<file path="src/rtl/pipeline_hazard_unit_pkg.sv">
// Shared types for the ID-stage hazard unit: forwarding encodings, PC index
// and the per-stage shadow record of what each later stage will write.
package pipe_pkg;
  localparam int          NREG_W  = 4;
  localparam logic [NREG_W-1:0] PC_REG = 4'd15;

  localparam logic [1:0] FWD_RF  = 2'b00;
  localparam logic [1:0] FWD_EX  = 2'b01;
  localparam logic [1:0] FWD_MEM = 2'b10;
  localparam logic [1:0] FWD_WB  = 2'b11;

  typedef struct packed {
    logic [NREG_W-1:0] dest;
    logic              we;
    logic              is_load;
  } shadow_t;

  // The PC is read from its own path, so it never counts as a producer.
  function automatic logic hit(input shadow_t s, input logic [NREG_W-1:0] r);
    return s.we && (s.dest == r) && (r != PC_REG);
  endfunction
endpackage

</file>
<file path="src/rtl/pipeline_hazard_unit_if.sv">
// ID-stage <-> hazard unit bundle; master is the ID stage, slave the hazard unit.
interface pipeline_hazard_unit_if #(parameter int STALL_CNT_W = 16);
  import pipe_pkg::*;

  logic              id_valid;
  logic [NREG_W-1:0] id_rn;
  logic              id_rn_used;
  logic [NREG_W-1:0] id_rm;
  logic              id_rm_used;
  logic [NREG_W-1:0] id_rd_src;
  logic              id_rd_src_used;
  logic [NREG_W-1:0] id_dest;
  logic              id_dest_we;
  logic              id_is_load;
  logic              id_br_taken;

  logic                   pc_ld;
  logic                   ifid_ld;
  logic                   cu_nop_sel;
  logic                   if_flush;
  logic [1:0]             fwd_a_sel;
  logic [1:0]             fwd_b_sel;
  logic [1:0]             fwd_c_sel;
  logic [STALL_CNT_W-1:0] stall_cnt;

  modport master (
    output id_valid, id_rn, id_rn_used, id_rm, id_rm_used, id_rd_src,
           id_rd_src_used, id_dest, id_dest_we, id_is_load, id_br_taken,
    input  pc_ld, ifid_ld, cu_nop_sel, if_flush, fwd_a_sel, fwd_b_sel,
           fwd_c_sel, stall_cnt
  );

  modport slave (
    input  id_valid, id_rn, id_rn_used, id_rm, id_rm_used, id_rd_src,
           id_rd_src_used, id_dest, id_dest_we, id_is_load, id_br_taken,
    output pc_ld, ifid_ld, cu_nop_sel, if_flush, fwd_a_sel, fwd_b_sel,
           fwd_c_sel, stall_cnt
  );
endinterface

</file>
<file path="src/rtl/pipeline_hazard_unit_fwd_select.sv">
// Forwarding source for one ID operand; youngest matching producer wins.
module fwd_select
  import pipe_pkg::*;
(
  input  shadow_t           i_ex,
  input  shadow_t           i_mem,
  input  shadow_t           i_wb,
  input  logic [NREG_W-1:0] i_reg,
  output logic [1:0]        o_sel
);
  always_comb begin
    o_sel = FWD_RF;
    if      (hit(i_ex,  i_reg)) o_sel = FWD_EX;
    else if (hit(i_mem, i_reg)) o_sel = FWD_MEM;
    else if (hit(i_wb,  i_reg)) o_sel = FWD_WB;
  end
endmodule

</file>
<file path="src/rtl/pipeline_hazard_unit.sv">
// Load-use stall, branch flush and operand forwarding for the 5-stage pipeline,
// driven from a shadow copy of the EX/MEM/WB destination fields.
module pipeline_hazard_unit
  import pipe_pkg::*;
#(
  parameter int STALL_CNT_W = 16
)(
  input  logic            clk,
  input  logic            reset_n,
  pipeline_hazard_unit_if.slave hz
);
  localparam int NOPS = 3;

  shadow_t                r_ex, r_mem, r_wb;
  logic [STALL_CNT_W-1:0] r_stall_cnt;
  logic                   w_stall;
  logic [NOPS-1:0][NREG_W-1:0] w_src;
  logic [NOPS-1:0][1:0]        w_sel;

  // Only a load still in EX has no data yet; everything older is forwardable.
  assign w_stall = hz.id_valid && r_ex.is_load &&
                   ((hz.id_rn_used     && hit(r_ex, hz.id_rn)) ||
                    (hz.id_rm_used     && hit(r_ex, hz.id_rm)) ||
                    (hz.id_rd_src_used && hit(r_ex, hz.id_rd_src)));

  always_ff @(posedge clk or negedge reset_n) begin
    if (!reset_n) begin
      r_ex        <= '0;
      r_mem       <= '0;
      r_wb        <= '0;
      r_stall_cnt <= '0;
    end else begin
      r_ex  <= '{dest:    hz.id_dest,
                 we:      hz.id_valid && hz.id_dest_we && !w_stall,
                 is_load: hz.id_valid && hz.id_is_load && !w_stall};
      r_mem <= r_ex;
      r_wb  <= r_mem;
      if (w_stall && (r_stall_cnt != '1))
        r_stall_cnt <= r_stall_cnt + 1'b1;
    end
  end

  assign w_src[0] = hz.id_rn;
  assign w_src[1] = hz.id_rm;
  assign w_src[2] = hz.id_rd_src;

  for (genvar g = 0; g < NOPS; g++) begin : g_fwd
    fwd_select u_fwd (
      .i_ex  (r_ex),
      .i_mem (r_mem),
      .i_wb  (r_wb),
      .i_reg (w_src[g]),
      .o_sel (w_sel[g])
    );
  end

  assign hz.fwd_a_sel  = w_sel[0];
  assign hz.fwd_b_sel  = w_sel[1];
  assign hz.fwd_c_sel  = w_sel[2];
  assign hz.pc_ld      = !w_stall;
  assign hz.ifid_ld    = !w_stall;
  assign hz.cu_nop_sel = w_stall;
  // A stalled branch stays in ID and resolves again next cycle.
  assign hz.if_flush   = hz.id_br_taken && hz.id_valid && !w_stall;
  assign hz.stall_cnt  = r_stall_cnt;
endmodule

</file>
<file path="src/flat_wrapper.sv">
// flat-port wrapper written by rule: the top's interface ports become plain ports
module pipeline_hazard_unit_flat import pipe_pkg::*;
#(
  parameter int STALL_CNT_W = 16
)
  (clk, reset_n, hz_id_valid, hz_id_rn, hz_id_rn_used, hz_id_rm, hz_id_rm_used, hz_id_rd_src, hz_id_rd_src_used, hz_id_dest, hz_id_dest_we, hz_id_is_load, hz_id_br_taken, hz_pc_ld, hz_ifid_ld, hz_cu_nop_sel, hz_if_flush, hz_fwd_a_sel, hz_fwd_b_sel, hz_fwd_c_sel, hz_stall_cnt);
  pipeline_hazard_unit_if #(.STALL_CNT_W(STALL_CNT_W)) hz_i ();
  input  logic clk;
  input  logic reset_n;
  input wire logic [$bits(hz_i.id_valid)-1:0] hz_id_valid;
  input wire logic [$bits(hz_i.id_rn)-1:0] hz_id_rn;
  input wire logic [$bits(hz_i.id_rn_used)-1:0] hz_id_rn_used;
  input wire logic [$bits(hz_i.id_rm)-1:0] hz_id_rm;
  input wire logic [$bits(hz_i.id_rm_used)-1:0] hz_id_rm_used;
  input wire logic [$bits(hz_i.id_rd_src)-1:0] hz_id_rd_src;
  input wire logic [$bits(hz_i.id_rd_src_used)-1:0] hz_id_rd_src_used;
  input wire logic [$bits(hz_i.id_dest)-1:0] hz_id_dest;
  input wire logic [$bits(hz_i.id_dest_we)-1:0] hz_id_dest_we;
  input wire logic [$bits(hz_i.id_is_load)-1:0] hz_id_is_load;
  input wire logic [$bits(hz_i.id_br_taken)-1:0] hz_id_br_taken;
  output wire logic [$bits(hz_i.pc_ld)-1:0] hz_pc_ld;
  output wire logic [$bits(hz_i.ifid_ld)-1:0] hz_ifid_ld;
  output wire logic [$bits(hz_i.cu_nop_sel)-1:0] hz_cu_nop_sel;
  output wire logic [$bits(hz_i.if_flush)-1:0] hz_if_flush;
  output wire logic [$bits(hz_i.fwd_a_sel)-1:0] hz_fwd_a_sel;
  output wire logic [$bits(hz_i.fwd_b_sel)-1:0] hz_fwd_b_sel;
  output wire logic [$bits(hz_i.fwd_c_sel)-1:0] hz_fwd_c_sel;
  output wire logic [$bits(hz_i.stall_cnt)-1:0] hz_stall_cnt;
  assign hz_i.id_valid = hz_id_valid;
  assign hz_i.id_rn = hz_id_rn;
  assign hz_i.id_rn_used = hz_id_rn_used;
  assign hz_i.id_rm = hz_id_rm;
  assign hz_i.id_rm_used = hz_id_rm_used;
  assign hz_i.id_rd_src = hz_id_rd_src;
  assign hz_i.id_rd_src_used = hz_id_rd_src_used;
  assign hz_i.id_dest = hz_id_dest;
  assign hz_i.id_dest_we = hz_id_dest_we;
  assign hz_i.id_is_load = hz_id_is_load;
  assign hz_i.id_br_taken = hz_id_br_taken;
  assign hz_pc_ld = hz_i.pc_ld;
  assign hz_ifid_ld = hz_i.ifid_ld;
  assign hz_cu_nop_sel = hz_i.cu_nop_sel;
  assign hz_if_flush = hz_i.if_flush;
  assign hz_fwd_a_sel = hz_i.fwd_a_sel;
  assign hz_fwd_b_sel = hz_i.fwd_b_sel;
  assign hz_fwd_c_sel = hz_i.fwd_c_sel;
  assign hz_stall_cnt = hz_i.stall_cnt;
  pipeline_hazard_unit #(.STALL_CNT_W(STALL_CNT_W)) u_core (.clk(clk), .reset_n(reset_n), .hz(hz_i));
endmodule
</file>
<file path="config.mk">
export PLATFORM = sky130hd
export DESIGN_NAME = pipeline_hazard_unit_flat
export DESIGN_NICKNAME = d
export VERILOG_FILES = /design/src/rtl/pipeline_hazard_unit_pkg.sv /design/src/rtl/pipeline_hazard_unit_if.sv /design/src/rtl/pipeline_hazard_unit_fwd_select.sv /design/src/rtl/pipeline_hazard_unit.sv /design/src/flat_wrapper.sv
export SDC_FILE = /design/constraint.sdc
export NUM_CORES = 1
export LEC_CHECK = 0
export CORE_ASPECT_RATIO = 0.7
export CORE_UTILIZATION = 39
export CTS_CLUSTER_SIZE = 14
export DETAILED_ROUTE_END_ITERATION = 7
export PLACE_DENSITY = 0.74
export SETUP_SLACK_MARGIN = 0.1
export SYNTH_ARGS = -nofsm -noshare
export SYNTH_HDL_FRONTEND = slang
export SYNTH_SLANG_ARGS = --single-unit
export TNS_END_PERCENT = 50
</file>
<file path="constraint.sdc">
create_clock -name clk -period 3.23 [get_ports clk]
set_input_delay 0.646 -clock clk [delete_from_list [all_inputs] [get_ports clk]]
set_output_delay 0.646 -clock clk [all_outputs]
set_load 0.05 [all_outputs]
</file>
==> results of run 1 <==
## state kept, by name (all words and copies together), names as in the netlist
name and flops:
u_core.hz.stall_cnt 16, u_core.r_ex 6, u_core.r_wb 5, u_core.r_mem 5
## final timing paths
check                               start                       to  slack (ps)
max                           hz_id_rm[2]              hz_if_flush         240
min                        u_core.r_ex[1]          u_core.r_mem[1]         470
max reg2reg                u_core.r_ex[3]  u_core.hz.stall_cnt[14]         960
min reg2reg                u_core.r_ex[1]          u_core.r_mem[1]         470
max in group asynchronous         reset_n           u_core.r_wb[1]        2180
min in group asynchronous         reset_n  u_core.hz.stall_cnt[13]         750
## cell families after synthesis
kind of cell | Yosys count | share of synthesized area, %
multiplexers | 4 | 2.37
buffers and inverters | 12 | 3.88
AO/OA/AOI/OAI | 18 | 7.70
flip-flops | 32 | 42.1
AND/OR/NAND/NOR | 84 | 25.8
adder cells (fa/ha/maj) | 1 | 0.658
XOR/XNOR | 38 | 17.5
## critical path, delay by kind of cell
family                    cells  cell delay (ps)
buffers and inverters         2              670
and+or+nand+nor               3              510
xor gates and xnor gates      1              130
AOI/OAI and AO/OA             2              370
## cell type report
cell class                 count  share of cell area [%]
multi-input combinational    145                    38.1
sequential                    32                    29.5
timing repair buffer          62                    24.9
clock buffer                   7                    3.54
tap                           55                    2.53
clock inverter                 1                    1.10
inverter                       3                   0.414
## cells in the mapped netlist (2+ instances only)
cell,instances,share of area [%]
dfrtp_1,32,42
nand3_1,22,5.8
o21ai_0,6,1.6
nand4_1,11,3.6
xor2_1,23,11
xnor2_1,15,6.9
a21oi_1,2,0.53
and4_1,4,1.8
nor4_1,6,2.0
o21a_1,2,0.79
inv_1,3,0.59
buf_4,2,0.79
or2_2,3,0.99
nor3_1,6,1.6
nor2_1,9,1.8
o21bai_1,2,0.79
and3_1,6,2.0
nand2_1,8,1.6
nand2b_1,2,0.66
buf_2,4,1.1
mux2_2,4,2.4
buf_6,2,1.2
## layout by cell type (no fill, tap or decap), types with 2 or more instances in the layout
| cell | n |
|---|---|
| a21oi_1 | 2 |
| and3_1 | 6 |
| and4_1 | 4 |
| buf_12 | 8 |
| buf_4 | 14 |
| clkbuf_8 | 7 |
| clkdlybuf4s50_1 | 34 |
| dfrtp_1 | 32 |
| dlymetal6s2s_1 | 5 |
| inv_1 | 2 |
| mux2_2 | 4 |
| nand2_1 | 8 |
| nand2b_1 | 2 |
| nand3_1 | 22 |
| nand4_1 | 11 |
| nor2_1 | 8 |
| nor3_1 | 6 |
| nor4_1 | 6 |
| o21a_1 | 2 |
| o21ai_0 | 6 |
| o21bai_1 | 2 |
| or2_2 | 3 |
| xnor2_1 | 15 |
| xor2_1 | 23 |
## routing by layer
layer  vias to the layer above  track usage [%]  share of wire, %
li1                        798                -                 -
met1                       797             31.0                50
met2                        84             29.3                41
met3                         4             6.12               8.4
met4                         0             5.71              0.85
met5                         -                0                 0
## what timing repair did
| item | 4_1_cts | 5_1_grt |
|---|---|---|
| gates resized for setup | 2 | 5 |
| hold buffers | 0 | 0 |
| endpoints found under the setup margin | 3 | 5 |
## power by group
| group | switching [mW] | internal, mW |
|---|---|---|
| combinational | 0.0780 | 0.0774 |
| clock | 0.149 | 0.272 |
| sequential | 0.0220 | 0.413 |
| total | 0.249 | 0.763 |
==> flow_summary.ini, run 1 <==
[run_status]
outcome = completed

[route]
avgRoutedWirePerCell_um = 16.1
postRouteWirelength_mm = 4.92
postRouteAntennaNets = 0
via_count = 1683
drc_errors = 0
drt-pass1-iter-count = 4
vias_per_cell = 5.52
first_iter_violations = 225

[sta]
setup_violations = 0
max_freq_ghz = 0.334
slew_viol_final = 0
fin_hold_ws_ps = 472
finClkSkew_ps = 8.98
finalCriticalPeriod_ps = 2990
layout_setup_ws_ps = 240
fin_tns_setup_ps = 0
finalCritPeriodShare_pct = 92.6
hold_viol = 0
worstMarginPinSlew_ps = 506
rsz0062_at_grt = false
relSlewSlack_pct = 66.0

[setup_path]
path_cells = clkdlybuf4s50_1 > xnor2_1 > nand4_1 > a21oi_2 > a221oi_4 > nand2b_1 > and3_1 > buf_12
critPathMaxStageDelay_ps = 520
required_ps = 2580
rr_worst_depth = 6
start_kind = input port
cp_slowest_cell = clkdlybuf4s50_1
worst-endpoint-arrival_ps = 2340
path_max_fanout = 3
end_kind = output port
path_class = input port to output port

[die]
ios = 51
num_rows = 20
initial_core_util_pct = 42.2
chipWidth_um = 85.5
core_um2 = 4500
die_h_um = 60.4
dieArea_um2 = 5160

[cts]
postCtsSetupBuffers = 0
numCtsBuffers = 5
cts.sinks = 32
cts-htree-levels = 2
tritoncts = done
cts_buffer_depth = 2
path_clk_slew_ps = 70
clock_latency_ps = 280
cts_root_buffer = clkbuf_8

[finish]
ff_latch_area_um2 = 801
multiInputGateArea_um2 = 1030
syn_to_final_growth_pct = 43.0
antennaDiodeCount = 0
utilization_pct = 60.4
nNetsFinal = 275
drive_above_1_share_pct = 18.8
final_cell_area_um2 = 2720
n_fill_cell = 377
final_cells = 305

[synth]
yosys_most_used_dff = dfrtp_1
avgSynthCellArea_um2 = 10.1
netlist_instances = 189
synth-edff-count = 0
synth_cell_type_count = 37
netlist_area_um2 = 1900
ys_ff_latch = 32
syn_nets = 215
ys_seq_area_share_pct = 42.1
ys_warn_count = 0
synthArstFlopShare_pct = 100

[placed_design]
postPlaceCellArea_um2 = 2580
dp_slack_ps = 71.4
finalWeightedCongestion = 0.945
hpwlAfterDp_mm = 3.78
port_buffers = 50
dp.cells = 297

[hold_path]
hold_path_depth = 0
holdCritPathClass = register to register

[grt]
grt_start_max_net_pins = 33
grt-ovfl-total = 0
grt_pass1_wl_mm = 7.99
grt_pass1_vias = 1594
grt.total_usage_pct = 20.8
antenna_found_initial = 0

[pwr]
finalPower_mw = 1.01
p_per_area_nw_per_um2 = 372
ir_worst_vdd_uv = 253
p_leak_nw = 1.19

[job]
cap_violations = 0
Power figures use the tool's default switching activity.
==> run 2, diff against run 1 <==
- PLACE_DENSITY: 0.74 -> 0.76
- clock period: 3.23 -> 2.5 ns (I/O delays scaled with it)
==> flow_summary.ini, run 2 (synthesis results as in run 1) <==
[run_status]
outcome = finished with violations
failed_checks = negative setup slack

[placed_design]
hpwlAfterDp_mm = 3.80
postPlaceCellArea_um2 = 2670
port_buffers = 50
finalWeightedCongestion = 0.901

[route]
avgRoutedWirePerCell_um = 15.7
vias_per_cell = 5.47
postRouteAntennaNets = 0
postRouteWirelength_mm = 5.02
drt-pass1-iter-count = 4
first_iter_violations = 122
drc_errors = 0
via_count = 1750

[pwr]
p_leak_nw = 1.24
finalPower_mw = 1.20
p_per_area_nw_per_um2 = 423
ir_worst_vdd_uv = 326

[die]
core_um2 = 4500
dieArea_um2 = 5160
ios = 51
initial_core_util_pct = 42.2
die_h_um = 60.4
num_rows = 20
chipWidth_um = 85.5

[grt]
antenna_found_initial = 0
grt_start_max_net_pins = 33
grt-ovfl-total = 0
grt_pass1_wl_mm = 8.16
grt.total_usage_pct = 21.4
grt_pass1_vias = 1632

[setup_path]
required_ps = 2000
crit_top_cell = and3_4
worstSetupStartpoint = hz_id_rn[1]
r2r_slack_ps = 190
path_cells = clkdlybuf4s15_1 > xnor2_1 > and3_1 > and3_4 > a221oi_4 > nand2b_4 > and3_4 > buf_12
rr_worst_depth = 9
path_max_fanout = 3
critPathMaxStageDelay_ps = 230
timing.rr.start = u_core.r_ex[2]
start_kind = input port
cp_slowest_cell = clkdlybuf4s15_1
end_kind = output port
path_class = input port to output port
r2r_end = u_core.hz.stall_cnt[1]
worst-endpoint-arrival_ps = 2010

[finish]
layout_common_cells = buf_4, clkdlybuf4s50_1, dfrtp_1, xor2_1, nand3_1
largest_register_ffs = 16
final_common_cell = buf_4
nNetsFinal = 291
utilization_pct = 63.2
n_fill_cell = 383
antennaDiodeCount = 0
final_cell_area_um2 = 2850
drive_above_1_share_pct = 28.3
syn_to_final_growth_pct = 49.7

[cts]
cts_root_buffer = clkbuf_8
cts.sinks = 32
numCtsBuffers = 5
path_clk_slew_ps = 60
postCtsHoldBufs = 0
tritoncts = done
clock_latency_ps = 280
cts-htree-levels = 2
cts_buffer_depth = 2

[sta]
finClkSkew_ps = 4.09
setup_violations = 1
hold_viol = 0
relSlewSlack_pct = 66.4
rsz0062_at_grt = true
max_freq_ghz = 0.399
layout_setup_ws_ps = -6.30
finalCritPeriodShare_pct = 100
finalCriticalPeriod_ps = 2510
slew_viol_final = 0
worstMarginPinSlew_ps = 502
fin_hold_ws_ps = 458
fin_tns_setup_ps = -6.30

[hold_path]
holdPathEnd = u_core.r_mem[1]
hold_path_depth = 0
hold_start = u_core.r_ex[1]
holdCritPathClass = register to register

[job]
cap_violations = 0
run 2: changes by cell type in the layout (fill, tap and decap cells not counted), moves of 2 or more:
| cell | change |
|---|---|
| dfrtp_2 | +4 |
| clkdlybuf4s15_2 | +3 |
| or2_4 | +2 |
| or2_2 | -2 |
| o21ai_1 | +2 |
| dlygate4sd2_1 | +6 |
| buf_4 | +15 |
| clkdlybuf4s50_1 | -6 |
| o21ai_0 | -2 |
| dlymetal6s2s_1 | -5 |
| dfrtp_1 | -4 |
run 2: repair_timing:
action | CTS | global route
setup buffers | 4 | 1
cloned | 0 | 0
pin swaps | 10 | 4
gates resized for setup | 31 | 5
endpoints found under the setup margin | 14 | 6
run 2: critical path, delay by kind of cell:
kind | cells | cell delay (ps)
xor+xnor | 1 | 150
compound gates | 1 | 230
simple gates | 4 | 770
buf+inv | 2 | 360
run 2: worst max path at each step:
stage | end | slack, ps | depth (start not counted)
2_1_floorplan | hz_pc_ld | -310 | 9
3_3_place_gp | hz_if_flush | -280 | 8
3_5_place_dp | hz_if_flush | -310 | 8
4_1_cts | hz_pc_ld | 10 | 8
5_1_grt | hz_if_flush | -80 | 7
6_report | hz_if_flush | -6 | 8
run 2: cell type report:
cell class	instances	area [um2]	share of cell area, %
inverters	3	15.0	0.527
well taps	55	68.8	2.42
repair buffers	78	785	27.6
flip-flops and latches	32	806	28.3
clock buffers	7	96.3	3.38
multi-input cells	145	1080	37.8
run 2: layer usage:
metal / track usage [%] / routed length (um) / vias to the layer above / part of all wire, %
li1: - / - / 829 / -
met1: 32.9 / 2510 / 836 / 50
met4: 4.29 / 21 / 0 / 0.42
met5: 0 / 0 / - / 0
met3: 4.49 / 349 / 5 / 6.9
met2: 31.1 / 2150 / 80 / 43
run 2: metrics by stage:
stage,instances,worst slack [ps]
6_report,320,-6.30
4_1_cts,319,13.0
2_1_floorplan,189,-314
3_3_place_gp,308,-279
5_1_grt,320,-77.2
3_5_place_dp,308,-313
run 2: power breakdown:
part | switching [mW] | internal, mW | total, mW | leakage, nW
sequential | 0.0310 | 0.535 | 0.566 | 0.405
combinational | 0.103 | 0.108 | 0.211 | 0.784
clock | 0.182 | 0.245 | 0.427 | 0.0503
total | 0.316 | 0.888 | 1.20 | 1.24
==> run 3, diff against run 2 <==
- CORE_MARGIN: not set -> 1.5
- CORE_UTILIZATION: 39 -> 44
- PLACE_DENSITY: 0.76 -> 0.84
- SETUP_SLACK_MARGIN: 0.1 -> 0.15
==> flow_summary.ini, run 3 (synthesis results as in run 1) <==
[run_status]
outcome = finished with violations
failed_checks = negative setup slack

[hold_path]
hold_path_depth = 0
hold_start = u_core.r_mem[1]
holdCritPathClass = register to register
holdPathEnd = u_core.r_wb[1]

[cts]
clock_latency_ps = 290
postCtsHoldBufs = 0
cts-htree-levels = 2
tritoncts = done
cts_buffer_depth = 2
numCtsBuffers = 5
cts_root_buffer = clkbuf_8
cts.sinks = 32
path_clk_slew_ps = 70

[sta]
finalCritPeriodShare_pct = 101
relSlewSlack_pct = 65.8
setup_violations = 3
slew_viol_final = 0
rsz0062_at_grt = true
finClkSkew_ps = 4.21
hold_viol = 0
max_freq_ghz = 0.395
worstMarginPinSlew_ps = 512
layout_setup_ws_ps = -31.8
finalCriticalPeriod_ps = 2530

[setup_path]
worstSetupStartpoint = u_core.r_ex[3]
cp_slowest_cell = dfrtp_2
worst-endpoint-arrival_ps = 2030
rr_worst_depth = 8
required_ps = 2000
timing.rr.start = u_core.r_ex[3]
start_kind = register
end_kind = output port
critPathMaxStageDelay_ps = 460
path_class = register to output port
r2r_slack_ps = 240
path_max_fanout = 4
path_cells = buf_4 > or2_4 > a21oi_4 > a221oi_4 > buf_6 > nor2_4 > clkinvlp_4 > buf_12
r2r_end = u_core.hz.stall_cnt[1]

[grt]
grt_start_max_net_pins = 33
grt_pass1_wl_mm = 7.98
grt.total_usage_pct = 23.2
antenna_found_initial = 0
grt-ovfl-total = 0
grt_pass1_vias = 1632

[die]
core_um2 = 4040
die_h_um = 58.0
chipWidth_um = 81.6
dieArea_um2 = 4730
initial_core_util_pct = 47.1
num_rows = 19
ios = 51

[finish]
syn_to_final_growth_pct = 52.6
final_common_cell = buf_4
n_fill_cell = 290
ff_latch_area_um2 = 806
multiInputGateArea_um2 = 1100
largest_register_ffs = 16
nNetsFinal = 293
drive_above_1_share_pct = 30.6
utilization_pct = 71.8
antennaDiodeCount = 0
layout_common_cells = buf_4, clkdlybuf4s50_1, dfrtp_1, xor2_1, nand3_1

[job]
cap_violations = 0

[route]
avgRoutedWirePerCell_um = 16.0
first_iter_violations = 131
drc_errors = 0
postRouteWirelength_mm = 5.13
via_count = 1753
vias_per_cell = 5.48
postRouteAntennaNets = 0
drt-pass1-iter-count = 4

[pwr]
p_leak_nw = 1.27
finalPower_mw = 1.33
p_per_area_nw_per_um2 = 457
ir_worst_vdd_uv = 442

[placed_design]
finalWeightedCongestion = 0.933
hpwlAfterDp_mm = 3.75
port_buffers = 50
==> run 3: worst max path at each step <==
stage / cells past startpoint / slack, ps / end
2_1_floorplan: 9 / -310 / hz_pc_ld
3_3_place_gp: 8 / -310 / hz_if_flush
3_5_place_dp: 8 / -330 / hz_if_flush
4_1_cts: 7 / -9 / hz_if_flush
5_1_grt: 8 / -100 / hz_pc_ld
6_report: 8 / -30 / hz_pc_ld
==> run 3: per-layer routing <==
layer  global-route usage, %  part of all wire [%]  routed length (um)  vias to the layer above
met5                       0                     0                   0                        -
met4                    7.02                   1.3                  68                        0
met3                    5.51                   8.9                 456                        8
met2                    32.7                    44                2240                       77
met1                    35.4                    46                2370                      825
li1                        -                     -                   -                      843
==> run 3: area by class of cell <==
type | instances | area share (%)
clock inverter | 1 | 1.03
tap | 52 | 2.24
timing repair buffer | 80 | 27.3
multi-input combinational | 145 | 37.8
clock buffer | 7 | 3.32
sequential | 32 | 27.8
inverter | 3 | 0.517
==> run 3: power breakdown <==
| part | leakage [nW] | internal (mW) | switching, mW |
|---|---|---|---|
| sequential | 0.405 | 0.535 | 0.0303 |
| combinational | 0.803 | 0.111 | 0.106 |
| clock | 0.0645 | 0.351 | 0.193 |
| total | 1.27 | 0.997 | 0.330 |
==> run 3: per-stage QoR <==
stage | instance area, um2 | setup TNS (ps) | worst slack [ps] | std cells | hold WS [ps]
floorplan | 1920 | -414 | -314 | 189 | 204
global placement | 2650 | -1840 | -309 | 303 | 426
detailed placement | 2650 | -2010 | -327 | 303 | 441
CTS | 2860 | -24.2 | -9.26 | 317 | 459
global route | 2900 | -308 | -103 | 320 | 497
finish | 2900 | -87.2 | -31.8 | 320 | 468
==> run 3: worst max-delay path, delay by kind of cell (launching register included) <==
kind	cells	cell delay, ps
compound gates	2	290
flops	1	460
simple gates	2	380
buf+inv	4	620
==> run 3: repair_timing <==
| item | 4_1_cts | 5_1_grt |
|---|---|---|
| setup buffers | 6 | 3 |
| pin swaps | 12 | 5 |
| setup endpoints to repair | 13 | 9 |
| gates resized for setup | 31 | 8 |
